[src/rtl/bpsk_pkg.sv]
// Shared types and timing helpers for the BPSK modulator.
package bpsk_pkg;

    typedef enum logic {
        LATCH = 1'b0,
        RUN   = 1'b1
    } state_e;

    // Half carrier period in system clocks, floored and never below one.
    function automatic int calc_half(input int clock_in, input int clock_carrier);
        int h;
        h = clock_in / (2 * clock_carrier);
        return (h < 1) ? 1 : h;
    endfunction

    function automatic int calc_bit_time(input int half, input int cycle_count);
        return 2 * half * cycle_count;
    endfunction

    function automatic int calc_word_time(input int bit_time, input int data_width);
        return bit_time * data_width;
    endfunction

    function automatic int calc_width(input int n);
        return (n > 1) ? $clog2(n) : 1;
    endfunction

endpackage

[src/rtl/bpsk_if.sv]
// Word/handshake bundle between the RAM/UART controller and the BPSK modulator.
interface bpsk_if #(
    parameter int DATA_WIDTH = 8
);
    logic [DATA_WIDTH-1:0] data_in;
    logic                  wave_out;
    logic                  data_finish;

    modport master (
        output data_in,
        input  wave_out,
        input  data_finish
    );

    modport slave (
        input  data_in,
        output wave_out,
        output data_finish
    );
endinterface

[src/rtl/bpsk_carrier_gen.sv]
// Square-wave carrier timing: half-period counter and carrier-cycle counter.
// Also flags a fixed clock offset within each bit for the word-end request.
module bpsk_carrier_gen
    import bpsk_pkg::*;
#(
    parameter int HALF        = 937,
    parameter int CYCLE_COUNT = 2,
    parameter int HIT_OFFSET  = 0
) (
    input  logic clk,
    input  logic n_rst,
    output logic carrier_o,
    output logic carrier_period_end_o,
    output logic bit_end_o,
    output logic offset_hit_o
);
    localparam int   HALF_W   = $clog2(HALF + 1);
    localparam int   CYC_W    = calc_width(CYCLE_COUNT);
    localparam int   PERIOD_T = 2 * HALF;
    localparam int   HIT_CYC  = HIT_OFFSET / PERIOD_T;
    localparam int   HIT_REM  = HIT_OFFSET % PERIOD_T;
    localparam logic HIT_LOW  = (HIT_REM >= HALF);
    localparam int   HIT_HALF = HIT_LOW ? (HIT_REM - HALF) : HIT_REM;

    logic [HALF_W-1:0] halfCnt_q, halfCnt_d;
    logic              low_q, low_d;
    logic [CYC_W-1:0]  cycCnt_q, cycCnt_d;
    logic              halfEnd;

    always_comb begin
        halfEnd              = (halfCnt_q == HALF_W'(HALF - 1));
        carrier_period_end_o = halfEnd & low_q;
        bit_end_o            = carrier_period_end_o & (cycCnt_q == CYC_W'(CYCLE_COUNT - 1));
        halfCnt_d            = halfEnd ? '0 : halfCnt_q + 1'b1;
        low_d                = low_q ^ halfEnd;
        cycCnt_d             = cycCnt_q;
        if (bit_end_o) begin
            cycCnt_d = '0;
        end else if (carrier_period_end_o) begin
            cycCnt_d = cycCnt_q + 1'b1;
        end
    end

    // Counters always sit at the position of the upcoming edge; high half comes first.
    assign carrier_o    = ~low_q;
    assign offset_hit_o = (cycCnt_q == CYC_W'(HIT_CYC)) && (low_q == HIT_LOW) &&
                          (halfCnt_q == HALF_W'(HIT_HALF));

    always_ff @(posedge clk or negedge n_rst) begin
        if (!n_rst) begin
            halfCnt_q <= '0;
            low_q     <= 1'b0;
            cycCnt_q  <= '0;
        end else begin
            halfCnt_q <= halfCnt_d;
            low_q     <= low_d;
            cycCnt_q  <= cycCnt_d;
        end
    end

endmodule

[src/rtl/bpsk_module.sv]
// BPSK modulator: serialises words MSB first onto a clock-derived square carrier.
// Define BPSK_DIFF_EN for differential BPSK (phase toggles on every 1 bit).
module bpsk_module
    import bpsk_pkg::*;
#(
    parameter int CLOCK_IN      = 12_000_000,
    parameter int CLOCK_CARRIER = 6_400,
    parameter int DATA_WIDTH    = 8,
    parameter int CYCLE_COUNT   = 2,
    parameter int FINISH_LEAD   = 2
) (
    input logic   clk,
    input logic   n_rst,
    bpsk_if.slave bus
);
    localparam int HALF     = calc_half(CLOCK_IN, CLOCK_CARRIER);
    localparam int BIT_T    = calc_bit_time(HALF, CYCLE_COUNT);
    localparam int WORD_T   = calc_word_time(BIT_T, DATA_WIDTH);
    localparam int IDX_W    = calc_width(DATA_WIDTH);
    localparam int TARGET   = WORD_T - FINISH_LEAD;
    localparam int T_BIT    = TARGET / BIT_T;
    localparam int T_OFFSET = TARGET % BIT_T;

    logic carrier, periodEnd, bitEnd, offsetHit;

    bpsk_carrier_gen #(
        .HALF        (HALF),
        .CYCLE_COUNT (CYCLE_COUNT),
        .HIT_OFFSET  (T_OFFSET)
    ) u_carrier (
        .clk                  (clk),
        .n_rst                (n_rst),
        .carrier_o            (carrier),
        .carrier_period_end_o (periodEnd),
        .bit_end_o            (bitEnd),
        .offset_hit_o         (offsetHit)
    );

    logic unusedPeriodEnd;
    assign unusedPeriodEnd = periodEnd;

    state_e                state_q, state_d;
    logic [DATA_WIDTH-1:0] shift_q, shift_d;
    logic [IDX_W-1:0]      bitIdx_q, bitIdx_d;
    logic                  wave_q, wave_d;
    logic                  finish_q, finish_d;
    logic                  curBit;

    // In LATCH the word is taken straight from the bus so its MSB drives edge 0.
    always_comb begin
        state_d  = state_q;
        shift_d  = shift_q;
        bitIdx_d = bitIdx_q;
        curBit   = (state_q == LATCH) ? bus.data_in[DATA_WIDTH-1] : shift_q[DATA_WIDTH-1];
        if (state_q == LATCH) begin
            shift_d = bus.data_in;
            state_d = RUN;
        end
        if (bitEnd) begin
            shift_d = shift_d << 1;
            if (bitIdx_q == IDX_W'(DATA_WIDTH - 1)) begin
                bitIdx_d = '0;
                state_d  = LATCH;
            end else begin
                bitIdx_d = bitIdx_q + 1'b1;
            end
        end
        finish_d = offsetHit && (bitIdx_q == IDX_W'(T_BIT));
    end

`ifdef BPSK_DIFF_EN
    logic phase_q, phase_d, bitStart_q;

    always_comb begin
        phase_d = phase_q;
        if (bitStart_q) begin
            phase_d = phase_q ^ curBit;
        end
        wave_d = carrier ^ phase_d;
    end

    always_ff @(posedge clk or negedge n_rst) begin
        if (!n_rst) begin
            phase_q    <= 1'b0;
            bitStart_q <= 1'b1;
        end else begin
            phase_q    <= phase_d;
            bitStart_q <= bitEnd;
        end
    end
`else
    always_comb begin
        wave_d = carrier ^ ~curBit;
    end
`endif

    always_ff @(posedge clk or negedge n_rst) begin
        if (!n_rst) begin
            state_q  <= LATCH;
            shift_q  <= '0;
            bitIdx_q <= '0;
            wave_q   <= 1'b0;
            finish_q <= 1'b0;
        end else begin
            state_q  <= state_d;
            shift_q  <= shift_d;
            bitIdx_q <= bitIdx_d;
            wave_q   <= wave_d;
            finish_q <= finish_d;
        end
    end

    assign bus.wave_out    = wave_q;
    assign bus.data_finish = finish_q;

endmodule

[src/flat_wrapper.sv]
// flat-port wrapper written by rule: the top's interface ports become plain ports
module bpsk_module_flat import bpsk_pkg::*;
#(
    parameter int CLOCK_IN      = 12_000_000,
    parameter int CLOCK_CARRIER = 6_400,
    parameter int DATA_WIDTH    = 8,
    parameter int CYCLE_COUNT   = 2,
    parameter int FINISH_LEAD   = 2
)
  (clk, n_rst, bus_data_in, bus_wave_out, bus_data_finish);
  bpsk_if #(.DATA_WIDTH(DATA_WIDTH)) bus_i ();
  input logic clk;
  input logic n_rst;
  input wire logic [$bits(bus_i.data_in)-1:0] bus_data_in;
  output wire logic [$bits(bus_i.wave_out)-1:0] bus_wave_out;
  output wire logic [$bits(bus_i.data_finish)-1:0] bus_data_finish;
  assign bus_i.data_in = bus_data_in;
  assign bus_wave_out = bus_i.wave_out;
  assign bus_data_finish = bus_i.data_finish;
  bpsk_module #(.CLOCK_IN(CLOCK_IN), .CLOCK_CARRIER(CLOCK_CARRIER), .DATA_WIDTH(DATA_WIDTH), .CYCLE_COUNT(CYCLE_COUNT), .FINISH_LEAD(FINISH_LEAD)) u_core (.clk(clk), .n_rst(n_rst), .bus(bus_i));
endmodule
[config.mk]
export PLATFORM = sky130hd
export DESIGN_NAME = bpsk_module_flat
export DESIGN_NICKNAME = d
export VERILOG_FILES = /design/src/rtl/bpsk_pkg.sv /design/src/rtl/bpsk_if.sv /design/src/rtl/bpsk_carrier_gen.sv /design/src/rtl/bpsk_module.sv /design/src/flat_wrapper.sv
export SDC_FILE = /design/constraint.sdc
export NUM_CORES = 1
export LEC_CHECK = 0
export CAP_MARGIN = 20
export CORE_MARGIN = 2
export CORE_UTILIZATION = 38
export CTS_CLUSTER_DIAMETER = 150
export DETAILED_ROUTE_END_ITERATION = 12
export SLEW_MARGIN = 20
export SYNTH_ARGS = -nofsm -noshare
export SYNTH_HDL_FRONTEND = slang
export SYNTH_SLANG_ARGS = --single-unit
[constraint.sdc]
create_clock -name clk -period 2.7 [get_ports clk]
set_input_delay 0.54 -clock clk [delete_from_list [all_inputs] [get_ports clk]]
set_output_delay 0.54 -clock clk [all_outputs]
set_load 0.05 [all_outputs]
[After elaboration in Yosys (flattened, before gate mapping)]
Cells that the tools add are included.
W data, S select, Z words.
Word-level totals
  register bits after elaboration: 26
  latch bits: 0
  RAM bits: 0
  ROM bits: 0
  bits of input ports: 10
  output and inout bits: 2
  word-level logic and storage cells: 35
  memories: 0
Cells by class
  $add $sub $neg: 3
  multipliers: 0
  div/mod/pow operators: 0
  magnitude comparators: 0
  equality and inequality tests: 4
  shift-type cells: 0
  mux-type cells: 9
  bitwise logic cells: 6
  reduce and logical (&&, ||, !) cells: 4
Operators by type and width (number)
  $eq A10 B10 Y1 const B: 2
  $mux W8: 2
  $add A10 B1 Y10 const B: 1
  $mux W10: 1
  $mux W1: 5
  $add A3 B1 Y3 const B: 1
  $eq A3 B3 Y1 const B: 1
  $logic_and A1 B1 Y1: 3
  $mux W3: 1
  $and A1 B1 Y1: 2
  $ne A2 B1 Y1 const B: 1
  $not A1 Y1: 2
  $reduce_bool A2 Y1: 1
  $xor A1 B1 Y1: 2
  $add A1 B1 Y1 const B: 1

[Depth between registers and ports, before layout]
Gate-level depths: netlist of run 1.
  depth in word-level cells: 4
  depth in mapped cells: 9

[Hierarchy]
From an unflattened synthesis of run 1, not the netlist that was laid out.
Unflattened totals
  cell total of the unflattened synthesis: 98
  area, all modules: 1223.7 µm²
Modules (own cells, without submodules)
  bpsk_carrier_gen: instances 1, cells an instance 57, area an instance 615.6 µm², sequential area each 300.3 µm²
  bpsk_module: instances 1, cells an instance 41, area an instance 608.1 µm², sequential area each 350.3 µm²

[Worst setup path before layout of run 1]
OpenSTA, ideal clock, no wires.
  path kind: reg2reg
  start point: register u_core.u_carrier.halfCnt_q[4]
  end point: register u_core.shift_q[6]
  library setup time: 0.138 ns
  data arrival time: 2.036 ns
  required time: 2.562 ns
  path slack: 0.525 ns
  stages on the path, launching flop included: 7
  path buffers: 1
  period minus slack after synthesis: 2.175 ns
  cells stage by stage: dfrtp_1 > nand4bb_1 > nor4_4 > ha_1 > nand2_2 > buf_6 > mux4_2
On the way
  word-level cells in the longest chain between the ends: 4
Ends and longest elaborated chain
  from (decl): RTL line bpsk_carrier_gen.sv:25  | logic [HALF_W-1:0] halfCnt_q, halfCnt_d;
  from (signal assigned): RTL line bpsk_carrier_gen.sv:55  | halfCnt_q <= halfCnt_d;
  $eq A10 B10 Y1: RTL line bpsk_carrier_gen.sv:31  | halfEnd = (halfCnt_q == HALF_W'(HALF - 1));
  $and A1 B1 Y1: RTL line bpsk_carrier_gen.sv:32  | carrier_period_end_o = halfEnd & low_q;
  $and A1 B1 Y1: RTL line bpsk_carrier_gen.sv:33  | bit_end_o = carrier_period_end_o & (cycCnt_q == CYC_W'(CYCLE_COUNT - 1));
  $mux W8: RTL line bpsk_module.sv:59  | if (bitEnd) begin
  net u_core.shift_d[6]: RTL line bpsk_module.sv:43  | logic [DATA_WIDTH-1:0] shift_q, shift_d;
  to (signal assigned): RTL line bpsk_module.sv:106  | shift_q <= shift_d;
  to (decl): RTL line bpsk_module.sv:43
The timed path passes the listed nets, and every way through them passes these cells.
A chain may end at the register's enable or synchronous reset.

[Worst setup path in the final report of run 1]
  start point: register u_core.u_carrier.halfCnt_q[4]
  end point: register u_core.shift_q[5]
Same word-level chain as after synthesis.

==> results.sh, run 1 <==
export IMPL_outcome="complete, no violations"
export IMPL_wirelength_mm=1.908
export IMPL_setup_slack_ps=563.7
export IMPL_finalCritPeriodShare_pct=79.12
export IMPL_clock_latency_ps=310
export IMPL_syn_num_nets=106
export IMPL_synth_cells=91
export IMPL_hpwl_mm=1.376
export IMPL_drv_cap=0
export IMPL_synthesis_area_um2=1237
export IMPL_p_leak_nw=0.6222
export IMPL_worstHoldPathCells=2
export IMPL_die_h_um=61.07
export IMPL_synth_top_area_share_pct=52.58
export IMPL_rrSetupSlack_ps=560
export IMPL_initial_core_util_pct=40.20
export IMPL_n_antenna_cell=0
export IMPL_layout_drive_gt1_share_pct=20.95
export IMPL_clkSinkCount=26
export IMPL_hold_path_end="u_core.bitIdx_q[1]"
export IMPL_worstMarginPinSlew_ps=491.3
export IMPL_fillerInstances=282
export IMPL_powerDensity_nw_per_um2=484.0
export IMPL_hold_class="flip-flop to flip-flop"
export IMPL_post_synth_cell_area_avg_um2=13.60
export IMPL_grt_max_degree=27
export IMPL_ys_ff_latch=26
export IMPL_antenna_found_initial=0
export IMPL_area_delta_synth_final_pct=16.89
export IMPL_yosys_top_cells_area="dfrtp_1 53%, mux4_2 13%, ha_1 5.1%"
export IMPL_final_cell_mix="26 x dfrtp_1, 11 x clkdlybuf4s50_1, 7 x mux4_2, 6 x nand2_1, 5 x ha_1"
export IMPL_ctsResizeCount=0
export IMPL_hold_violations=0
export IMPL_critical_path_endpoint_type="flip-flop"
export IMPL_startpoint_type="flip-flop"
export IMPL_h_tree_depth=1
export IMPL_synth_largest_area_cell="dfrtp_1"
export IMPL_design_area_um2=1446
export IMPL_min_from="u_core.bitIdx_q[1]"
export IMPL_firstDrtPassIters=4
export IMPL_wl_per_cell_um=12.81
export IMPL_drc=0
export IMPL_timing_rr_start="u_core.u_carrier.halfCnt_q[4]"
export IMPL_ios=12
export IMPL_coreArea_um2=3078
export IMPL_placed_area_um2=1394
export IMPL_crit_required_ps=2900
export IMPL_path_class="flip-flop to flip-flop"
export IMPL_grt_total_usage_pct=12.49
export IMPL_via_count=752
export IMPL_synth_cell_types=31
export IMPL_fin_setup_tns_ps=0
export IMPL_clockBufferDepth=2
export IMPL_post_route_min_period_ps=2136
export IMPL_clock_tree_root_cell="clkbuf_4"
export IMPL_hold_buffers=0
export IMPL_die_w_um=61.07
export IMPL_finalSetupViolations=0
export IMPL_slew_headroom_pct=67.14
export IMPL_skew_ps=4.050
export IMPL_cts_tree="yes"
export IMPL_dr_first_iter_drc_count=21
export IMPL_critPathMaxFanout=12
export IMPL_final_common_cell="dfrtp_1"
export IMPL_r2r_cells=5
export IMPL_place_ws_ps=595.6
export IMPL_yosysWarnings=0
export IMPL_fp_row_count=20
export IMPL_final_nets=121
export IMPL_maxSlewViolCount=0
export IMPL_viasPerCell=5.047
export IMPL_globalplace_congestion=0.7178
export IMPL_max_freq_ghz=0.4681
export IMPL_r2r_end="u_core.shift_q[5]"
export IMPL_grt_pass1_wl_mm=3.367
export IMPL_numCtsBuffers=3
export IMPL_grt_pass1_vias=768
export IMPL_critPathArrivalTime_ps=2330
export IMPL_post_cts_setup_buffers=0
export IMPL_die_area_um2=3729
export IMPL_clk_pin_slew_worst_paths_ps=140
export IMPL_gr_total_overflow=0
export IMPL_rsz0062_at_grt="no"
export IMPL_peakVddDrop_uv=214.9
export IMPL_seq_area_frac_synth_pct=52.58
export IMPL_port_buffers=11
export IMPL_ant_nets=0
## power breakdown
part	switching, mW	internal (mW)	leakage (nW)	total (mW)
logic	0.0156	0.0232	0.272	0.0388
registers	0.00292	0.396	0.323	0.399
clock network	0.112	0.150	0.0279	0.262
total	0.131	0.569	0.622	0.700
## worst max path at each step
stage | start | end | cells past startpoint
2_1_floorplan | u_core.u_carrier.halfCnt_q[4] | u_core.shift_q[6] | 6
3_3_place_gp | u_core.u_carrier.halfCnt_q[4] | u_core.shift_q[4] | 5
3_5_place_dp | u_core.u_carrier.halfCnt_q[4] | u_core.shift_q[5] | 5
4_1_cts | u_core.u_carrier.halfCnt_q[4] | u_core.shift_q[5] | 5
5_1_grt | u_core.u_carrier.halfCnt_q[4] | u_core.shift_q[5] | 5
6_report | u_core.u_carrier.halfCnt_q[4] | u_core.shift_q[5] | 5
## metrics by stage
stage / utilization (%) / instances / power (mW) / hold slack, ps
floorplan: - / 91 / 0.4197 / 244.4
global placement: 45.28 / 145 / 0.4459 / 476.8
detailed placement: 45.28 / 145 / 0.4457 / 482.5
CTS: 46.99 / 149 / 0.7129 / 516.4
global route: 46.99 / 149 / 0.7294 / 548.3
finish: 46.99 / 149 / 0.7000 / 508.6
## worst max-delay path, stage by stage (launching register included)
cell and delay [ps]:
dfrtp_1 460, nand4bb_1 270, nor4_4 270, ha_1 290, nand2_2 230, mux4_2 500
## metal layers
metal / global-route usage [%] / up-vias / share of wire (%)
li1: - / 363 / -
met1: 17.51 / 375 / 49
met2: 17.93 / 12 / 46
met3: 3.151 / 2 / 3.9
met4: 6.522 / 0 / 0.73
met5: 0 / - / 0
## layout make-up
class                   count  area [um2]  share of cell area [%]
clock inverters             1       30.03                   2.076
multi-input cells          60       555.5                   38.41
flip-flops and latches     26       650.6                   44.98
well taps                  44       55.05                   3.806
repair buffers             13       125.1                   8.651
inverters                   2       7.507                  0.5190
clock buffers               3       22.52                   1.557
## cells in the mapped netlist
| cell | instances |
|---|---|
| dfrtp_1 | 26 |
| mux4_2 | 7 |
| nand2_1 | 6 |
| ha_1 | 5 |
| a21oi_1 | 4 |
| nor2_1 | 4 |
| o21ai_0 | 4 |
| nand3_1 | 3 |
| or3_2 | 3 |
| xnor2_1 | 3 |
| xor2_1 | 3 |
| inv_1 | 2 |
| mux2i_1 | 2 |
| nand4_1 | 2 |
| a21o_1 | 1 |
| a21oi_2 | 1 |
| buf_2 | 1 |
| buf_4 | 1 |
| buf_6 | 1 |
| mux2_2 | 1 |
| nand2_2 | 1 |
| nand2b_1 | 1 |
| nand3_4 | 1 |
| nand4b_1 | 1 |
| nand4bb_1 | 1 |
| nor2b_1 | 1 |
| nor3_1 | 1 |
| nor4_1 | 1 |
| nor4_4 | 1 |
| o31ai_1 | 1 |
| or4_4 | 1 |
## flip-flops by register name (all words and copies together), names as in the netlist
| name | flops |
|---|---|
| u_core.bitIdx_q | 3 |
| u_core.bus.data_finish | 1 |
| u_core.u_carrier.low_q | 1 |
| u_core.state_q | 1 |
| u_core.shift_q | 8 |
| u_core.bus.wave_out | 1 |
| u_core.u_carrier.cycCnt_q | 1 |
| u_core.u_carrier.halfCnt_q | 10 |
## cell families after synthesis
family                     after synthesis  share of synthesized area, %
and+or+nand+nor                         28                         15.17
DFF                                     26                         52.58
AOI/OAI and AO/OA                       11                         5.157
muxes                                   10                         15.27
xor gates and xnor gates                 6                         4.247
buffers and inverters                    5                         2.528
adders and majority gates                5                         5.056
Power figures use the tool's default switching activity.
==> run 2: changes to the inputs <==
==> constraint.sdc (replaced) <==
create_clock -name clk -period 1.8 [get_ports clk]
set_input_delay 0.36 -clock clk [delete_from_list [all_inputs] [get_ports clk]]
set_output_delay 0.36 -clock clk [all_outputs]
set_load 0.05 [all_outputs]
==> run 2 against run 1 <==
Net effect:
- the flow now finishes with violations (setup timing)
- highest routed layer unchanged
- largest cell class unchanged
- sequential power up 50%
- die area is the same
- register-to-register slack got worse by 620 ps
- sequential share of layout area fell by 3.7 points
- count of clock-buffer cells in the layout is 1 higher
- non-clock buffer count rose by 14
- critical endpoint unchanged
- cell count up 9.4%
- power increased by 35%
- critical path depth stayed put
- maximum frequency grew 15%
- clock skew rose by 3.3 ps
==> results.sh, run 2 (synthesis results as in run 1) <==
export IMPL_worstMarginPinSlew_ps=382.4
export IMPL_powerDensity_nw_per_um2=599.2
export IMPL_grt_use_met1_pct=18.07
export IMPL_grt_total_usage_pct=14.28
export IMPL_critPathMaxFanout=8
export IMPL_ff_latch_area_um2=650.6
export IMPL_clkSinkCount=26
export IMPL_cpPeakStageDelay_ps=440
export IMPL_timing_rr_start="u_core.u_carrier.halfCnt_q[6]"
export IMPL_hold_slack_ps=390.6
export IMPL_slew_headroom_pct=74.51
export IMPL_initial_core_util_pct=40.20
export IMPL_setup_slack_ps=-53.98
export IMPL_h_tree_depth=1
export IMPL_dr_first_iter_drc_count=31
export IMPL_finalSetupViolations=6
export IMPL_top_usage_layer="met2"
export IMPL_area_delta_synth_final_pct=27.50
export IMPL_largest_reg_flops=10
export IMPL_die_w_um=61.07
export IMPL_globalplace_congestion=0.7488
export IMPL_hpwl_mm=1.507
export IMPL_post_route_min_period_ps=1854
export IMPL_rsz0062_at_grt="yes"
export IMPL_clk_pin_slew_worst_paths_ps=140
export IMPL_fin_setup_tns_ps=-272.2
export IMPL_final_cell_mix="26 x dfrtp_1, 16 x buf_4, 9 x clkdlybuf4s50_1, 7 x mux4_2, 5 x nand2_1"
export IMPL_violations="setup timing"
export IMPL_port_buffers=11
export IMPL_coreArea_um2=3078
export IMPL_regMostFlops="u_core.u_carrier.halfCnt_q"
export IMPL_max_freq_ghz=0.5394
export IMPL_met2_usage_pct=23.25
export IMPL_wirelength_mm=2.144
export IMPL_hold_buffers=0
export IMPL_skew_ps=7.361
export IMPL_finish_utilization_pct=51.26
export IMPL_drc=0
export IMPL_cp_slowest_cell="mux4_2"
export IMPL_critical_path_endpoint_type="flip-flop"
export IMPL_reg_top3="u_core.u_carrier.halfCnt_q x10, u_core.shift_q x8, u_core.bitIdx_q x3"
export IMPL_grt_max_degree=27
export IMPL_die_area_um2=3729
export IMPL_cp_top_family="simple AND/OR/NAND/NOR gates"
export IMPL_startpoint_type="flip-flop"
export IMPL_n_antenna_cell=0
export IMPL_clock_tree_root_cell="clkbuf_4"
export IMPL_die_h_um=61.07
export IMPL_wl_per_cell_um=13.15
export IMPL_ios=12
export IMPL_drv_cap=0
export IMPL_grt_pass1_vias=908
export IMPL_viasPerCell=4.994
export IMPL_cts_tree="yes"
export IMPL_grt_pass1_wl_mm=3.905
export IMPL_path_class="flip-flop to flip-flop"
export IMPL_crit_required_ps=2000
export IMPL_antenna_found_initial=0
export IMPL_place_ws_ps=-19.76
export IMPL_clock_latency_ps=320
export IMPL_peakVddDrop_uv=250.4
export IMPL_clockBufferDepth=2
export IMPL_firstDrtPassIters=4
export IMPL_hold_class="primary input to async pin"
export IMPL_gr_total_overflow=0
export IMPL_via_count=814
export IMPL_outcome="finished, violations left"
export IMPL_globalRouteMet3Util_pct=4.622
export IMPL_p_leak_nw=0.6939
export IMPL_final_nets=135
export IMPL_ant_nets=0
export IMPL_p_total_uw=945.3
export IMPL_crit_start="u_core.u_carrier.halfCnt_q[6]"
export IMPL_maxSlewViolCount=0
export IMPL_path_buf_inv=0
export IMPL_layout_drive_gt1_share_pct=35.29
export IMPL_critPathArrivalTime_ps=2050
export IMPL_multiInputGateArea_um2=595.6
export IMPL_finalCritPeriodShare_pct=103.0
export IMPL_crit_chain="nand4bb_4 > nor4_4 > ha_2 > nand2_8 > mux4_2"
export IMPL_numCtsBuffers=3
export IMPL_hold_violations=0
export IMPL_fillerInstances=277
export IMPL_fp_row_count=20
export IMPL_final_common_cell="dfrtp_1"
## run 2: metal layers
layer	part of all wire, %	vias to the layer above
li1	-	391
met1	44	406
met2	49	15
met3	5.3	2
met4	1.3	0
met5	0	-
## run 2: cell type report
type,instances,area share [%]
repair buffers,27,14.75
multi-input cells,60,37.75
well taps,44,3.489
flip-flops and latches,26,41.24
inverters,2,0.4758
clock buffers,4,2.300
## run 2: repair_timing
item                                    CTS  global route
buffers inserted                          1             3
pin swaps                                 3             2
gates resized for setup                   1             5
endpoints found under the setup margin    7             9
## run 2: worst paths after layout
path	endpoint	slack [ps]	depth (start not counted)
min in group clk	u_core.bitIdx_q[1]	510	2
setup / recovery	u_core.shift_q[5]	-50	5
setup reg to reg	u_core.shift_q[5]	-50	5
hold / removal	u_core.u_carrier.low_q	390	2
hold reg to reg	u_core.bitIdx_q[1]	510	2
max in group asynchronous	u_core.shift_q[3]	1160	2
## run 2: worst reg2reg max path: stages (launching register included)
cell       delay (ps)
dfrtp_1           410
nand4bb_4         250
nor4_4            250
ha_2              280
nand2_8           100
mux4_2            440
## run 2: through the flow
stage               cells  cell area (um2)
floorplan              91             1247
global placement      155             1474
detailed placement    155             1474
CTS                   160             1534
global route          163             1578
finish                163             1578
## run 2: where the power goes
part | internal [mW] | total [mW] | switching (mW)
Combinational | 0.0344 | 0.0578 | 0.0234
Clock | 0.124 | 0.288 | 0.165
Sequential | 0.594 | 0.599 | 0.00489
==> run 3: changes to the inputs <==
--- a/config.mk
+++ b/config.mk
@@ -10,6 +10,7 @@
 export CORE_UTILIZATION = 38
 export CTS_CLUSTER_DIAMETER = 150
 export DETAILED_ROUTE_END_ITERATION = 12
+export GPL_ROUTABILITY_DRIVEN = 0
 export SLEW_MARGIN = 20
 export SYNTH_ARGS = -nofsm -noshare
 export SYNTH_HDL_FRONTEND = slang
==> constraint.sdc (replaced) <==
create_clock -name clk -period 1.89 [get_ports clk]
set_input_delay 0.378 -clock clk [delete_from_list [all_inputs] [get_ports clk]]
set_output_delay 0.378 -clock clk [all_outputs]
set_load 0.05 [all_outputs]
==> run 3 against run 2 <==
Net effect:
- the flow now finishes without violations
- sequential share of layout area shrank 0.39 points
- count of clock-buffer cells in the layout is the same
- clock power shrank 3%
- via count shrank 0.25%
- clock skew grew 1.9 ps
- maximum frequency grew 0.12%
- power shrank 4.1%
- routed wire length grew 7.9%
- die area is the same
- hold slack gained 17 ps
- register-to-register slack gained 90 ps
- sequential power shrank 4.7%
==> results.sh, run 3 (synthesis results as in run 1) <==
export IMPL_outcome="complete, no violations"
export IMPL_worstMarginPinSlew_ps=507.2
export IMPL_hpwl_mm=1.640
export IMPL_crit_required_ps=2090
export IMPL_final_common_cell="dfrtp_1"
export IMPL_path_class="flip-flop to flip-flop"
export IMPL_setup_slack_ps=38.31
export IMPL_place_ws_ps=10.19
export IMPL_critical_path_endpoint_type="flip-flop"
export IMPL_critPathMaxFanout=9
export IMPL_dr_first_iter_drc_count=42
export IMPL_finalSetupViolations=0
export IMPL_grt_pass1_vias=842
export IMPL_fp_row_count=20
export IMPL_firstDrtPassIters=3
export IMPL_critPathArrivalTime_ps=2050
export IMPL_grt_max_degree=27
export IMPL_clock_latency_ps=320
export IMPL_slew_headroom_pct=66.13
export IMPL_die_w_um=61.07
export IMPL_n_antenna_cell=0
export IMPL_clk_pin_slew_worst_paths_ps=140
export IMPL_max_freq_ghz=0.5400
export IMPL_p_leak_nw=0.7124
export IMPL_clkSinkCount=26
export IMPL_grt_total_usage_pct=14.24
export IMPL_startpoint_type="flip-flop"
export IMPL_initial_core_util_pct=40.20
export IMPL_finalCritPeriodShare_pct=97.97
export IMPL_hold_class="primary input to async pin"
export IMPL_hold_buffers=0
export IMPL_ios=12
export IMPL_powerDensity_nw_per_um2=569.3
export IMPL_crit_start="u_core.u_carrier.halfCnt_q[4]"
export IMPL_clock_tree_root_cell="clkbuf_4"
export IMPL_fin_setup_tns_ps=0
export IMPL_ant_nets=0
export IMPL_area_delta_synth_final_pct=28.72
export IMPL_final_nets=136
export IMPL_antenna_found_initial=0
export IMPL_hold_violations=0
export IMPL_rsz0062_at_grt="yes"
export IMPL_grt_pass1_wl_mm=3.822
export IMPL_reg_top3="u_core.u_carrier.halfCnt_q x10, u_core.shift_q x8, u_core.bitIdx_q x3"
export IMPL_timing_rr_start="u_core.u_carrier.halfCnt_q[4]"
export IMPL_post_route_min_period_ps=1852
export IMPL_peakVddDrop_uv=233.8
export IMPL_wirelength_mm=2.314
export IMPL_h_tree_depth=1
export IMPL_gr_total_overflow=0
export IMPL_largest_reg_flops=10
export IMPL_p_total_uw=906.8
export IMPL_numCtsBuffers=3
export IMPL_port_buffers=11
export IMPL_final_cell_mix="26 x dfrtp_1, 17 x buf_4, 9 x clkdlybuf4s50_1, 7 x mux4_2, 5 x nand2_1"
export IMPL_die_h_um=61.07
export IMPL_rrSetupSlack_ps=40
export IMPL_skew_ps=9.222
export IMPL_regMostFlops="u_core.u_carrier.halfCnt_q"
export IMPL_viasPerCell=4.951
export IMPL_hold_slack_ps=407.5
export IMPL_finish_utilization_pct=51.75
export IMPL_drv_cap=0
export IMPL_wl_per_cell_um=14.11
export IMPL_layout_drive_gt1_share_pct=33.33
export IMPL_coreArea_um2=3078
export IMPL_cts_tree="yes"
export IMPL_drc=0
export IMPL_via_count=812
export IMPL_die_area_um2=3729
export IMPL_maxSlewViolCount=0
export IMPL_clockBufferDepth=2
run 3: cell count changes in the layout (fill, tap and decap cells not counted):
cell,delta
ha_2,-1
nor3_1,+1
o21ai_0,+1
buf_6,-2
buf_4,+1
o21ai_1,-1
nor3_2,-1
dlymetal6s2s_1,+2
ha_4,+1
run 3: worst max-delay path: stages, from the launching register on:
cell and delay [ps]:
dfrtp_1 410, nand4bb_4 250, nor4_4 310, ha_4 220, nand2_8 90, mux4_2 450
run 3: power by group:
part	leakage (nW)	switching, mW	internal (mW)	total, mW
Sequential	0.323	0.00519	0.566	0.571
Combinational	0.369	0.0233	0.0330	0.0564
Clock	0.0210	0.161	0.118	0.279
Total	0.712	0.190	0.717	0.907
run 3: routing by layer:
layer	vias to the layer above	track usage, %	routed length, um
li1	400	-	-
met5	-	0	0
met2	9	22.34	1127
met4	0	7.453	27
met1	401	19.25	1087
met3	2	1.891	71
run 3: cell type report:
type | instances | area [um2]
Timing Repair Buffer | 28 | 242.7
Tap cell | 44 | 55.05
Multi-Input combinational cell | 60 | 600.6
Fill cell | 283 | 1485
Sequential cell | 26 | 650.6
Clock buffer | 4 | 36.28
Inverter | 2 | 7.507
run 3: metrics by stage:
stage,instances,cell area [um2]
after floorplan,91,1247
after global placement,154,1471
after detailed placement,154,1471
after CTS,162,1563
after global routing,164,1593
final,164,1593
run 3: path summary, 6_finish.rpt:
check,end,cells after the start
min,u_core.u_carrier.halfCnt_q[7],2
min reg2reg,u_core.bitIdx_q[1],2
min in group clk,u_core.bitIdx_q[1],2
max in group asynchronous,u_core.shift_q[0],2
max reg2reg,u_core.shift_q[2],5
max,u_core.shift_q[2],5
run 3: what timing repair did:
item | CTS | global route
setup buffers | 4 | 2
pin swaps | 2 | 1
gates resized for setup | 2 | 3
endpoints found under the setup margin | 6 | 10
